[src/rtl/booth_seq_div.sv]
// Sequential signed divider: radix-2 restoring division on magnitudes, one quotient
// bit per clock, signs applied in a final fix-up cycle. Truncating semantics.
module booth_seq_div #(
    parameter int width = 6
) (
    input  logic               clk,
    input  logic               rst_n,
    input  logic               start,
    input  logic [2*width-1:0] dividend,
    input  logic [width-1:0]   divisor,
    output logic               busy,
    output logic               done,
    output logic [width-1:0]   quotient,
    output logic [width-1:0]   remainder,
    output logic               ovf,
    output logic               dvz
);

    localparam int DW = 2 * width;
    localparam int CW = $clog2(DW + 1);
    localparam logic [DW-1:0] QPOS_MAX = DW'(2 ** (width - 1) - 1);
    localparam logic [DW-1:0] QNEG_MAX = DW'(2 ** (width - 1));

    typedef enum logic [1:0] {IDLE, CALC, FIX} state_t;

    state_t state, state_nxt;

    // acc starts as the dividend magnitude and shifts quotient bits in from the LSB
    logic [DW-1:0]    acc;
    logic [width:0]   prem;
    logic [width-1:0] dmag;
    logic [CW-1:0]    cnt;
    logic             sign_q;
    logic             sign_r;
    logic             zdiv;

    logic [DW-1:0]    dvd_mag;
    logic [width-1:0] dsr_mag;
    logic [width:0]   prem_sh;
    logic [width:0]   trial;
    logic             take;
    logic             ovf_c;
    logic [width-1:0] q_sgn;
    logic [width-1:0] r_sgn;

    always_comb begin
        dvd_mag = dividend[DW-1] ? (~dividend + 1'b1) : dividend;
        dsr_mag = divisor[width-1] ? (~divisor + 1'b1) : divisor;
        prem_sh = {prem[width-1:0], acc[DW-1]};
        trial   = prem_sh - {1'b0, dmag};
        take    = (prem_sh >= {1'b0, dmag});
    end

    // Sign fix-up; the remainder magnitude is always below |divisor| so W bits suffice
    always_comb begin
        ovf_c = sign_q ? (acc > QNEG_MAX) : (acc > QPOS_MAX);
        q_sgn = sign_q ? (~acc[width-1:0] + 1'b1) : acc[width-1:0];
        r_sgn = sign_r ? (~prem[width-1:0] + 1'b1) : prem[width-1:0];
    end

    always_ff @(posedge clk or negedge rst_n) begin
        if (!rst_n) state <= IDLE;
        else        state <= state_nxt;
    end

    always_comb begin
        state_nxt = state;
        case (state)
            IDLE:    if (start) state_nxt = CALC;
            CALC:    if (cnt == CW'(1)) state_nxt = FIX;
            FIX:     state_nxt = IDLE;
            default: state_nxt = IDLE;
        endcase
    end

    always_ff @(posedge clk or negedge rst_n) begin
        if (!rst_n) begin
            acc       <= '0;
            prem      <= '0;
            dmag      <= '0;
            cnt       <= '0;
            sign_q    <= 1'b0;
            sign_r    <= 1'b0;
            zdiv      <= 1'b0;
            busy      <= 1'b0;
            done      <= 1'b0;
            quotient  <= '0;
            remainder <= '0;
            ovf       <= 1'b0;
            dvz       <= 1'b0;
        end else begin
            done <= 1'b0;
            case (state)
                IDLE: begin
                    if (start) begin
                        acc    <= dvd_mag;
                        prem   <= '0;
                        dmag   <= dsr_mag;
                        cnt    <= CW'(DW);
                        sign_q <= dividend[DW-1] ^ divisor[width-1];
                        sign_r <= dividend[DW-1];
                        zdiv   <= (divisor == '0);
                        busy   <= 1'b1;
                    end
                end
                CALC: begin
                    acc  <= {acc[DW-2:0], take};
                    prem <= take ? trial : prem_sh;
                    cnt  <= cnt - 1'b1;
                end
                FIX: begin
                    done <= 1'b1;
                    busy <= 1'b0;
                    if (zdiv) begin
                        dvz       <= 1'b1;
                        ovf       <= 1'b0;
                        quotient  <= '0;
                        remainder <= '0;
                    end else if (ovf_c) begin
                        dvz       <= 1'b0;
                        ovf       <= 1'b1;
                        quotient  <= '0;
                        remainder <= '0;
                    end else begin
                        dvz       <= 1'b0;
                        ovf       <= 1'b0;
                        quotient  <= q_sgn;
                        remainder <= r_sgn;
                    end
                end
                default: ;
            endcase
        end
    end

endmodule

[config.mk]
export PLATFORM = sky130hd
export DESIGN_NAME = booth_seq_div
export DESIGN_NICKNAME = d
export VERILOG_FILES = /design/src/rtl/booth_seq_div.sv
export SDC_FILE = /design/constraint.sdc
export NUM_CORES = 1
export LEC_CHECK = 0
export CAP_MARGIN = 5
export CORE_ASPECT_RATIO = 0.75
export CORE_UTILIZATION = 29
export CTS_BUF_LIST = sky130_fd_sc_hd__clkbuf_4 sky130_fd_sc_hd__clkbuf_8 sky130_fd_sc_hd__clkbuf_16
export CTS_CLUSTER_DIAMETER = 100
export CTS_CLUSTER_SIZE = 20
export DETAILED_ROUTE_END_ITERATION = 16
export GPL_ROUTABILITY_DRIVEN = 0
export SLEW_MARGIN = 0
export SYNTH_ARGS = -nofsm -noshare
export SYNTH_HDL_FRONTEND = slang
export SYNTH_SLANG_ARGS = --single-unit
[constraint.sdc]
create_clock -name clk -period 4.89 [get_ports clk]
set_input_delay 0.978 -clock clk [delete_from_list [all_inputs] [get_ports clk]]
set_output_delay 0.978 -clock clk [all_outputs]
set_load 0.01 [all_outputs]
==> run summary <==
Tightest Pin Transition: 1.07 ns
syn_area_per_cell: 9.23 µm²
Core ar.: 9200 µm²
initial antenna violation count: 0
Antenna Nets Post-Route: 0
Distinct cells, synth: 46
minimum clock period: 2.74 ns
global-route met3 utilization: 0.0251
Pre-antenna DRT Iters: 4
GR Util met1: 0.203
Critical Path Sink Type: flip-flop
main flop type after synthesis: dfrtp_1
Final Max Tran Viols: 0
most common cell after layout, fill and taps aside: dfrtp_1
syn_nets: 336
initial core utilization: 0.303
worst setup margin: 2.15 ns
H-tree levels: 2
worst min path class: flip-flop to flip-flop
CTS Buffer Depth: 2
Power Density: 570 nW/µm²
Filler cells: 953
Worst R2R Path Depth: 4
fin crit share: 0.560
Avg WL per Cell: 13.2 µm
setup_tns: 0 ns
DRC violations left: 0
Top-Level Pins: 37
Yosys top cell area share: 0.440
nets@finish: 367
total power: 1.96 mW
Core Util, Final: 0.373
vias post-DR: 2186
Vias/cell: 4.73
first-pass GRT wire length: 10100 µm
setup repair bufs after CTS: 0
CP Launch Type: input port
setup repair after global routing missed its margin: no
Port Buffers: 36
number of synthesized flops with an enable pin: 0
Root Buffer: clkbuf_16
sequential cell area: 1230 µm²
Die ar.: 10000 µm²
Worst EP required: 5.05 ns
P_leak: 1.49 nW
total wire length: 6080 µm
Seq cells post-synth: 49
dpl cells: 454
grt total ovfl: 0
Ant. Diodes: 0
CP Max Fanout: 5
std cell rows: 30
status: completed
DRT iter0 DRCs: 154
Die W: 115 µm
Synth async-reset ratio: 1.00
vias in the first global route: 2027
yosys warns: 0
clk_lat worst skew: 0.29 ns
TritonCTS clock tree: yes
top post-synthesis cells by area: dfrtp_1, nand2_1, o21ai_0
max-cap viol count: 0
Post-DP HPWL: 4690 µm
Chip Height: 86.9 µm
# clock sinks: 49
post-cts resize count: 0
synthesized area: 2790 µm²
GR Util All Layers: 0.131
GR peak layer: met1
Non-Filler Instances: 462
Worst-path clk slew: 0.07 ns
DP Worst Slack: 1.84 ns
clock skew: 0.00432 ns
CP Data Arrival Time: 2.90 ns
Setup Viol. Count Final: 0
Hold Fails Final Rpt: 0
CTS Buf Count: 5
largest net degree at the start of global routing: 50
worst vdd ir: 181 µV
most frequent cells in the layout: dfrtp_1, nand2_1, o21ai_0, clkdlybuf4s50_1, inv_1
Fmax: 365 MHz
CTS hold repair buffers: 0
met2 global-route usage: 0.182
share of cells above drive strength 1: 0.0569
Yosys top cell by area: dfrtp_1
Seq/Total Area, Yosys: 0.440
multi-input logic area: 1440 µm²
slew margin rel.: 0.290
Crit Path Category: input port to flip-flop
Mapped Cells: 302
area delta synth->final: 23.1%
hold path depth: 1
[stage by stage]
step / area [µm²] / hold slack, ns
2_1_floorplan: 2790 / 0.446
4_1_cts: 3430 / 0.480
3_5_place_dp: 3260 / 0.473
3_3_place_gp: 3260 / 0.458
6_report: 3430 / 0.483
5_1_grt: 3430 / 0.498
[sequential cells by signal, summed over array words and instances (netlist names), 2 cells and up]
register,count
state,2
remainder,6
quotient,6
dmag,6
acc,12
prem,6
cnt,4
[cell usage after synthesis (2+ instances only)]
| cell | number |
|---|---|
| o21ai_1 | 2 |
| a221oi_1 | 2 |
| ha_1 | 12 |
| or3_1 | 3 |
| nor2_1 | 14 |
| o31ai_1 | 5 |
| xnor2_1 | 9 |
| nand3_1 | 3 |
| clkbuf_1 | 11 |
| a31oi_1 | 2 |
| nand2_1 | 48 |
| a211oi_1 | 2 |
| o221ai_1 | 2 |
| xor2_1 | 15 |
| a21o_1 | 3 |
| o21ai_0 | 35 |
| or2_2 | 2 |
| o41ai_1 | 2 |
| a21oi_1 | 7 |
| mux2i_1 | 9 |
| a22oi_1 | 6 |
| dfrtp_1 | 49 |
| nand2b_1 | 8 |
| nor3b_1 | 2 |
| inv_1 | 19 |
| nor2b_1 | 6 |
| nor4_1 | 2 |
| o22ai_1 | 3 |
| a22o_1 | 2 |
[path summary, 6_finish.rpt]
kind | start | end | slack, ns
max reg2reg | state[0]$_DFFE_PN0P_ | quotient[4]$_DFFE_PN0P_ | 2.87
max in group asynchronous | rst_n | quotient[5]$_DFFE_PN0P_ | 3.35
min in group asynchronous | rst_n | quotient[4]$_DFFE_PN0P_ | 0.88
max | dividend[3] | acc[10]$_DFFE_PN0P_ | 2.15
min | cnt[3]$_DFFE_PN0P_ | cnt[3]$_DFFE_PN0P_ | 0.48
min reg2reg | cnt[3]$_DFFE_PN0P_ | cnt[3]$_DFFE_PN0P_ | 0.48
[per-layer routing]
layer	wire length [µm]	part of all wire
met4	51	0.0084
met3	263	0.043
met5	0	0
met2	2430	0.40
met1	3340	0.55
[final cells by class]
class                      instances  area share
clock buffer                       5      0.0364
tap                              128      0.0466
sequential                        49       0.357
multi-input combinational        221       0.420
inverter                          19      0.0208
timing repair buffer              37       0.106
clock inverter                     3      0.0135
[report_power, final]
part	internal, mW	switching, mW
registers	0.545	0.151
logic	0.413	0.454
clock network	0.242	0.151
[worst max-delay path, stage by stage]
cell and delay (ns):
clkdlybuf4s50_1 0.49, or4_4 0.59, or3_4 0.37, o31ai_4 0.23
xor2_1 0.17, o21ai_1 0.07
[cells by family (layout without fill, tap and decap cells)]
kind of cell	count (synthesis)	in the layout	synth area share
AOI/OAI and AO/OA	77	77	0.175
xor gates and xnor gates	24	24	0.0754
adders and majority gates	13	13	0.0610
buffers and inverters	32	64	0.0435
DFF	49	49	0.440
muxes	10	10	0.0363
and+or+nand+nor	97	97	0.169
Note: power is estimated with default switching activity, not from simulation.
